$ cat config.mk
export PLATFORM = sky130hd
export DESIGN_NAME = uart_fifo_bridge
export DESIGN_NICKNAME = d
export VERILOG_FILES = /design/src/rtl/uart_fifo_bridge.sv
export SDC_FILE = /design/constraint.sdc
export NUM_CORES = 1
export LEC_CHECK = 0
export ABC_AREA = 1
export BUFFER_PORTS_ARGS = -buffer_cell sky130_fd_sc_hd__buf_2
export CAP_MARGIN = 20
export CORE_ASPECT_RATIO = 0.75
export CORE_MARGIN = 2
export CORE_UTILIZATION = 40
export CTS_BUF_LIST = sky130_fd_sc_hd__clkbuf_16
export DETAILED_ROUTE_END_ITERATION = 10
export GPL_TIMING_DRIVEN = 0
export HOLD_SLACK_MARGIN = 0.08
export PLACE_DENSITY = 0.56
export SYNTH_ARGS = -nofsm -noshare
export SYNTH_HDL_FRONTEND = slang
export SYNTH_SLANG_ARGS = --single-unit
$ cat constraint.sdc
create_clock -name clk -period 3.9 [get_ports clk]
set_input_delay 0.975 -clock clk [delete_from_list [all_inputs] [get_ports clk]]
set_output_delay 0.975 -clock clk [all_outputs]
set_load 0.03 [all_outputs]
$ cat src/rtl/uart_fifo_bridge.sv
// Core-side byte buffering between the UART register interface and the uart byte engine.
// Optional internal TX->RX loopback is compiled in with `define UART_LOOPBACK_EN.
module uart_fifo_bridge #(
  parameter int unsigned TX_DEPTH     = 8,
  parameter int unsigned RX_DEPTH     = 8,
  parameter int unsigned BUSY_TIMEOUT = 15
) (
  input  logic       clk,
  input  logic       rstb,
  input  logic       uart_wr_req,
  input  logic [7:0] uart_wr_data,
  output logic       uart_wr_ready,
  input  logic       uart_rd_req,
  output logic [7:0] uart_rd_data,
  output logic       uart_rd_ready,
  output logic       uart_txfifo_full,
  output logic       uart_rxfifo_empty,
  output logic       tx_valid,
  output logic [7:0] tx_data,
  input  logic       tx_busy,
  input  logic       rx_valid,
  input  logic [7:0] rx_data,
  input  logic       during_sw_upgrade,
`ifdef UART_LOOPBACK_EN
  input  logic       loopback_en,
`endif
  input  logic       overrun_clr,
  output logic       rx_overrun
);

  localparam int unsigned TX_AW = $clog2(TX_DEPTH);
  localparam int unsigned TX_CW = TX_AW + 1;
  localparam int unsigned RX_AW = $clog2(RX_DEPTH);
  localparam int unsigned RX_CW = RX_AW + 1;
  localparam int unsigned TMR_W = 8;

  typedef enum logic [1:0] {
    IDLE      = 2'd0,
    WAIT_BUSY = 2'd1,
    WAIT_DONE = 2'd2
  } tx_state_t;

  // ---------------------------------------------------------------------------
  // TX FIFO
  // ---------------------------------------------------------------------------
  logic [7:0]       tx_mem [TX_DEPTH];
  logic [TX_AW-1:0] tx_wr_ptr;
  logic [TX_AW-1:0] tx_rd_ptr;
  logic [TX_CW-1:0] tx_count;
  logic             tx_empty;
  logic             tx_push;
  logic             tx_pop;
  logic [7:0]       tx_head;

  assign uart_txfifo_full = (tx_count == TX_CW'(TX_DEPTH));
  assign tx_empty         = (tx_count == '0);
  assign uart_wr_ready    = !uart_txfifo_full;
  assign tx_push          = uart_wr_req && !uart_txfifo_full;
  assign tx_head          = tx_mem[tx_rd_ptr];

  always_ff @(posedge clk) begin
    if (tx_push) tx_mem[tx_wr_ptr] <= uart_wr_data;
  end

  always_ff @(posedge clk) begin
    if (!rstb) begin
      tx_wr_ptr <= '0;
      tx_rd_ptr <= '0;
      tx_count  <= '0;
    end else begin
      if (tx_push) tx_wr_ptr <= tx_wr_ptr + TX_AW'(1);
      if (tx_pop)  tx_rd_ptr <= tx_rd_ptr + TX_AW'(1);
      tx_count <= tx_count + TX_CW'(tx_push) - TX_CW'(tx_pop);
    end
  end

  // Loopback is only honoured while the upgrader does not own the UART.
  logic lb_active;
`ifdef UART_LOOPBACK_EN
  assign lb_active = loopback_en && !during_sw_upgrade;
`else
  assign lb_active = 1'b0;
`endif

  // ---------------------------------------------------------------------------
  // TX issue FSM
  // ---------------------------------------------------------------------------
  tx_state_t        state;
  tx_state_t        state_nxt;
  logic [TMR_W-1:0] timer;
  logic [TMR_W-1:0] timer_nxt;
  logic [TMR_W-1:0] timer_inc;
  logic             lb_valid;
  logic [7:0]       lb_data;

  assign timer_inc = timer + TMR_W'(1);

  always_comb begin
    state_nxt = state;
    timer_nxt = timer;
    tx_pop    = 1'b0;
    unique case (state)
      IDLE: begin
        if (!tx_empty && !tx_busy) begin
          tx_pop = 1'b1;
          if (!lb_active) begin
            state_nxt = WAIT_BUSY;
            timer_nxt = '0;
          end
        end
      end
      WAIT_BUSY: begin
        // Give up on a silent uart and treat the byte as consumed.
        if (tx_busy) begin
          state_nxt = WAIT_DONE;
        end else begin
          timer_nxt = timer_inc;
          if (timer_inc == TMR_W'(BUSY_TIMEOUT)) state_nxt = IDLE;
        end
      end
      WAIT_DONE: begin
        if (!tx_busy) state_nxt = IDLE;
      end
      default: state_nxt = IDLE;
    endcase
  end

  always_ff @(posedge clk) begin
    if (!rstb) begin
      state    <= IDLE;
      timer    <= '0;
      tx_valid <= 1'b0;
      tx_data  <= '0;
      lb_valid <= 1'b0;
      lb_data  <= '0;
    end else begin
      state    <= state_nxt;
      timer    <= timer_nxt;
      tx_valid <= tx_pop && !lb_active;
      lb_valid <= tx_pop && lb_active;
      if (tx_pop && !lb_active) tx_data <= tx_head;
      if (tx_pop && lb_active)  lb_data <= tx_head;
    end
  end

  // ---------------------------------------------------------------------------
  // RX FIFO
  // ---------------------------------------------------------------------------
  logic [7:0]       rx_mem [RX_DEPTH];
  logic [RX_AW-1:0] rx_wr_ptr;
  logic [RX_AW-1:0] rx_rd_ptr;
  logic [RX_CW-1:0] rx_count;
  logic             rx_full;
  logic             rx_push_req;
  logic [7:0]       rx_push_data;
  logic             rx_push;
  logic             rx_pop;
  logic             rx_ovf;

  assign rx_full           = (rx_count == RX_CW'(RX_DEPTH));
  assign uart_rxfifo_empty = (rx_count == '0);

  // A pending loopback byte takes the write port ahead of the uart.
  assign rx_push_req  = lb_valid || (rx_valid && !during_sw_upgrade && !lb_active);
  assign rx_push_data = lb_valid ? lb_data : rx_data;
  assign rx_pop       = uart_rd_req && !uart_rxfifo_empty;
  assign rx_push      = rx_push_req && (!rx_full || rx_pop);
  assign rx_ovf       = rx_push_req && rx_full && !rx_pop;

  always_ff @(posedge clk) begin
    if (rx_push) rx_mem[rx_wr_ptr] <= rx_push_data;
  end

  always_ff @(posedge clk) begin
    if (!rstb) begin
      rx_wr_ptr     <= '0;
      rx_rd_ptr     <= '0;
      rx_count      <= '0;
      rx_overrun    <= 1'b0;
      uart_rd_data  <= '0;
      uart_rd_ready <= 1'b0;
    end else begin
      if (rx_push) rx_wr_ptr <= rx_wr_ptr + RX_AW'(1);
      if (rx_pop)  rx_rd_ptr <= rx_rd_ptr + RX_AW'(1);
      rx_count <= rx_count + RX_CW'(rx_push) - RX_CW'(rx_pop);
      if (rx_ovf)           rx_overrun <= 1'b1;
      else if (overrun_clr) rx_overrun <= 1'b0;
      uart_rd_ready <= uart_rd_req;
      if (uart_rd_req) uart_rd_data <= rx_pop ? rx_mem[rx_rd_ptr] : 8'h00;
    end
  end

endmodule
==> reports/qor.csv, run 1 <==
metric,value,unit
drc,0,
clk_pin_slew,0.07,ns
crit_family,simple AND/OR/NAND/NOR gates,
synth.avg_cell_area,10.8,µm²
drive_gt1_share,13.6,%
p_leak,3.12,nW
grt_pass1_vias,4841,
fmax,0.395,GHz
hold_violations,0,
max_slew_margin,34.7,%
r2r_start,rx_count[2],
p_per_area,670,nW/µm²
critPathMaxStageDelay,0.76,ns
cpMostUsedCell,nand2_1,
h-tree-depth,4,
yosysTopAreaCell,edfxtp_1,
syn-num-nets,725,
io_pins,46,
final_max_slew_viol_count,0,
die_area,19500,µm²
pre_cts_slack,0.811,ns
yosysWarningCount,0,
holdBufCountCts,0,
syn2layout_area_growth,16.3,%
cp_cell_sequence,buf_2 > nand2_1 > nand2_1 > nand2_1 > inv_1 > nand2_1 > nor2_1,
dr_total_vias,5176,
dp_hpwl,11.8,mm
hold_path_depth,2,
m1WireLength,8.64,mm
cts_made_buffers,17,
min_period,2.53,ns
setup-tns-final,0,ns
postCtsSetupBuffers,0,
grt_max_degree,17,
cts_buffer_depth,2,
syn_area,7340,µm²
core_area,17800,µm²
top_layer,met4,
die_w,160,µm
reg2regPathDepth,9,
worstPathArrival,2.59,ns
antenna_found_initial,0,
cts_resized,0,
critPathSlowestCell,nor2_1,
status,completed,
clock_latency,0.44,ns
start_util,41.2,%
pwr-share-clk,32.8,%
cap_violations,0,
fillers,1603,
worstPathMaxFanout,8,
setup_viol,0,
route.met3.wl,1.08,mm
nets,790,
hold_class,reg -> reg,
row_count,42,
netlist.area_leader.share,52.4,%
first_pass_iters,5,
tightest_slew,0.975,ns
reg2reg_to,rx_mem[0][0],
drtAntennaViolNets,0,
synth_seq_area_share,66.5,%
min_from,rx_overrun,
pwr-share-comb,25.7,%
swShare,32.7,%
overflow,0,
io_buffers,45,
path_class,in -> reg,
power_switching,1.87,mW
synth_seq_cells,180,
grt_pass1_wl,26.2,mm
wl,17.0,mm
min_period_over_period,65.0,%
cts-root-buf,clkbuf_16,
fin_hold_ws,0.463,ns
numClockSinks,180,
worst_slack,1.37,ns
track_usage,18.1,%
r2r_setup_slack,1.37,ns
vdd_ir_drop_max,0.293,mV
critPathRequiredTime,3.96,ns
synth_cell_types,29,
skew,0.00906,ns
min_to,rx_overrun,
drt-vias-per-instance,5.17,
crit_path_end_kind,flop,
n_antenna_cell,0,
synth_area_leaders,"edfxtp_1 52%, dfxtp_1 14%, nor2_1 7.2%",
cts_tree,done,
intPower,3.85,mW
drt_iter0_markers,367,
path_buf_inv,2,
die_y,121,µm
power_frac_seq,41.5,%
met2WireLength,7.14,mm
gp_congestion,0.826,
rsz0062_at_grt,no,
startpoint_type,input port,
synth_cells,682,
wire_per_inst,16.9,µm
layout make-up:
cell class | instances | area (µm²) | share of cell area, %
inverters | 51 | 191 | 2.24
well taps | 242 | 303 | 3.55
repair buffers | 46 | 236 | 2.77
clock buffers | 17 | 425 | 4.98
multi-input cells | 424 | 2140 | 25.0
clock inverters | 15 | 229 | 2.68
plain buffers | 27 | 130 | 1.52
flip-flops and latches | 180 | 4880 | 57.2
synth_stat cells:
library cell and instances:
inv_2 3, nor2_2 1, o21ai_0 69, dfxtp_1 52, nand2_4 1, buf_2 16
nand3_1 33, clkbuf_1 7, inv_1 47, xor2_1 2, clkbuf_2 1, a21oi_1 42
o21ai_1 11, edfxtp_1 128, or2_1 1, ha_1 17, buf_1 1, o211ai_1 32
nor2_1 140, xnor2_1 1, nor3_1 1, or2_0 1, buf_4 2, clkinv_1 1
nor3b_1 2, nor2_4 1, fa_1 2, nand2_1 66, nand2_2 1
metrics by stage:
step	util (%)	instances	total power, mW	cell area [µm²]
final	47.9	1002	5.72	8540
after CTS	47.9	1001	5.75	8520
after global placement	44.2	969	3.83	7870
after floorplan	-	682	3.40	7340
after global routing	47.9	1002	6.03	8540
after detailed placement	44.2	969	3.88	7870
kinds of logic after synthesis:
group,Yosys count,share of synthesized area (%)
AOI/OAI and AO/OA,154,11.6
xor gates and xnor gates,3,0.358
adders and majority gates,19,3.44
buffers and inverters,78,4.38
DFF,180,66.5
and+or+nand+nor,248,13.7
per-layer routing:
layer	up-vias	track usage, %
li1	2492	-
met1	2521	26.9
met2	151	25.7
met3	12	5.47
met4	0	4.50
met5	-	0
power groups by stage:
stage | clock network [mW] | registers, mW | logic (mW)
5_1_grt | 1.99 | 2.40 | 1.65
3_3_place_gp | 0 | 2.41 | 1.43
6_report | 1.87 | 2.37 | 1.47
4_1_cts | 1.91 | 2.37 | 1.47
2_1_floorplan | 0 | 2.48 | 0.927
3_5_place_dp | 0 | 2.41 | 1.46
flip-flops by register name, summed over array words and instances (netlist names), 3 cells and up, named ones only:
| signal | count |
|---|---|
| rx_count | 4 |
| rx_mem | 64 |
| rx_rd_ptr | 3 |
| rx_wr_ptr | 3 |
| timer | 8 |
| tx_count | 4 |
| tx_data | 8 |
| tx_mem | 64 |
| tx_rd_ptr | 3 |
| tx_wr_ptr | 3 |
| uart_rd_data | 8 |
worst max path at each step:
stage,start,endpoint,slack (ns),cells past startpoint
floorplan,tx_busy,tx_count[2],1.43,10
global placement,uart_rd_req,rx_mem[4][5],0.92,7
detailed placement,uart_rd_req,rx_mem[4][3],0.81,7
CTS,rx_count[2],rx_mem[4][6],1.24,9
global route,rx_count[2],rx_mem[0][7],1.23,9
finish,uart_rd_req,rx_mem[0][0],1.37,7
worst reg2reg max path: cells and delay by family (launching register included):
| kind | cells | cell delay (ns) |
|---|---|---|
| adder cells (fa/ha/maj) | 1 | 0.19 |
| buffers and inverters | 2 | 0.26 |
| flip-flops | 1 | 0.31 |
| AND/OR/NAND/NOR | 6 | 1.40 |
cell usage in the layout (no fill, tap or decap):
master     count
a21oi_1       42
buf_1          1
buf_2         61
buf_4          2
buf_6          1
bufinv_16      5
clkbuf_1       7
clkbuf_16     17
clkbuf_2       1
clkinv_1       1
clkinv_2       1
clkinv_4       5
dfxtp_1       52
edfxtp_1     128
fa_1           2
ha_1          17
inv_1         48
inv_2          3
inv_6          3
nand2_1       66
nand2_2        1
nand2_4        1
nand3_1       33
nor2_1       140
nor2_2         1
nor2_4         1
nor3_1         1
nor3b_1        2
o211ai_1      32
o21ai_0       69
o21ai_1       11
or2_0          1
or2_1          1
xnor2_1        1
xor2_1         2
No activity file was read; power rests on OpenSTA's default activity.
==> inputs of run 2 (changes only) <==
- clock period: 3.9 -> 2.41 ns (I/O delays scaled with it)
==> reports/qor.csv, run 2 (synthesis results as in run 1) <==
metric,value,unit,change
status,completed,,
pre_cts_slack,-0.307,ns,-1.12 ns
drive_gt1_share,14.9,%,+1.3 points
syn2layout_area_growth,16.5,%,
wl,17.0,mm,about the same
cts_tree,done,,
m1WireLength,8.78,mm,+1.6%
io_buffers,45,,unchanged
p_leak,3.12,nW,-0.16%
clk_pin_slew,0.07,ns,about the same
startpoint_type,flop,,
die_w,160,µm,unchanged
final_common_cell,nor2_1,,
dr_total_vias,5155,,-0.41%
gp_congestion,0.826,,unchanged
min_period_over_period,92.6,%,
holdBufCountCts,0,,unchanged
cts_made_buffers,17,,unchanged
layout_common_cells,"132 x nor2_1, 128 x edfxtp_1, 69 x o21ai_0, 65 x nand2_1, 61 x buf_2",,
drt-vias-per-instance,5.14,,-0.41%
h-tree-depth,4,,unchanged
top_layer,met4,,
crit_path_end_kind,flop,,
final_cells,1002,,unchanged
die_y,121,µm,unchanged
fin_hold_ws,0.393,ns,-0.0699 ns
path_class,reg -> reg,,
drc,0,,unchanged
antenna_found_initial,0,,unchanged
io_pins,46,,unchanged
clock_latency,0.44,ns,about the same
min_period,2.23,ns,
p_total,9.29,mW,+62%
die_area,19500,µm²,unchanged
wire_per_inst,17.0,µm,about the same
n_antenna_cell,0,,unchanged
fin_util,48.0,%,+0.12 points
setup-tns-final,0,ns,unchanged
row_count,42,,unchanged
timing.critical_path.from,tx_count[2],,
vdd_ir_drop_max,0.475,mV,+62%
r2r_start,tx_count[2],,
cts_buffer_depth,2,,unchanged
design_area,8560,µm²,+0.25%
top_regs,"rx_mem: 64 flops, tx_mem: 64 flops",,
cap_violations,0,,unchanged
cts-root-buf,clkbuf_16,,
worst_slack,0.178,ns,-1.19 ns
core_area,17800,µm²,unchanged
grt_pass1_vias,4846,,+0.10%
p_per_area,1090,nW/µm²,+62%
met2WireLength,7.10,mm,-0.46%
worstPathArrival,2.29,ns,-0.30 ns
dp_hpwl,11.8,mm,unchanged
drt_iter0_markers,481,,+31%
track_usage,18.1,%,about the same
worstPathMaxFanout,8,,unchanged
hold_violations,0,,unchanged
grt_max_degree,17,,unchanged
route.met3.wl,995,µm,-8.1%
start_util,41.2,%,unchanged
overflow,0,,unchanged
fmax,0.448,GHz,
nets,790,,unchanged
min_from,uart_rd_req,,
dpl_cell_area,7870,µm²,unchanged
skew,0.00984,ns,+0.000779 ns
max_slew_margin,43.2,%,+8.4 points
first_pass_iters,6,,+1
critPathRequiredTime,2.46,ns,-1.50 ns
final_max_slew_viol_count,0,,unchanged
numClockSinks,180,,unchanged
hold_class,in -> reg,,
rsz0062_at_grt,no,,
drtAntennaViolNets,0,,unchanged
tightest_slew,0.849,ns,-0.126 ns
grt_pass1_wl,26.2,mm,+0.10%
setup_viol,0,,unchanged
dp.cells,969,,unchanged
-- run 2: cell counts in the layout (fill, tap and decap cells not counted) --
No cell type changed its count.
-- run 2: critical path: stages (launching register included) --
cell     delay (ns)
dfxtp_1        0.31
inv_1          0.07
ha_1           0.21
nand3_1        0.11
nand2_1        0.21
inv_1          0.13
nand2_1        0.13
nor2_1         0.68
-- run 2: area by class of cell --
| type | instances | area [µm²] |
|---|---|---|
| buffer | 27 | 130 |
| clock buffer | 17 | 425 |
| clock inverter | 15 | 229 |
| fill | 1603 | 9260 |
| inverter | 51 | 194 |
| multi-input combinational | 424 | 2160 |
| sequential | 180 | 4880 |
| tap | 242 | 303 |
| timing repair buffer | 46 | 233 |
-- run 2: power breakdown --
part           switching (mW)  total, mW  internal, mW
clock                    1.19       3.04          1.85
combinational            1.65       2.41         0.758
sequential              0.212       3.84          3.63
total                    3.05       9.29          6.24
-- run 2: worst paths after layout --
kind                           to  slack (ns)  depth (start not counted)
setup / recovery     tx_mem[2][7]        0.18                          7
hold / removal      uart_rd_ready        0.39                          3
setup reg to reg     tx_mem[2][7]        0.18                          7
hold reg to reg   uart_rd_data[7]        0.46                          2
-- run 2: repair_timing --
item | in CTS | in global routing
setup endpoints to repair | 40 | 60
pin swaps | 0 | 1
setup buffers | 0 | 1
resized for setup | 5 | 6
-- run 2: metal layers --
layer / vias up / track usage, %
met5: - / 0
met4: 0 / 4.34
met3: 10 / 5.30
met2: 133 / 25.7
met1: 2517 / 27.1
li1: 2495 / -
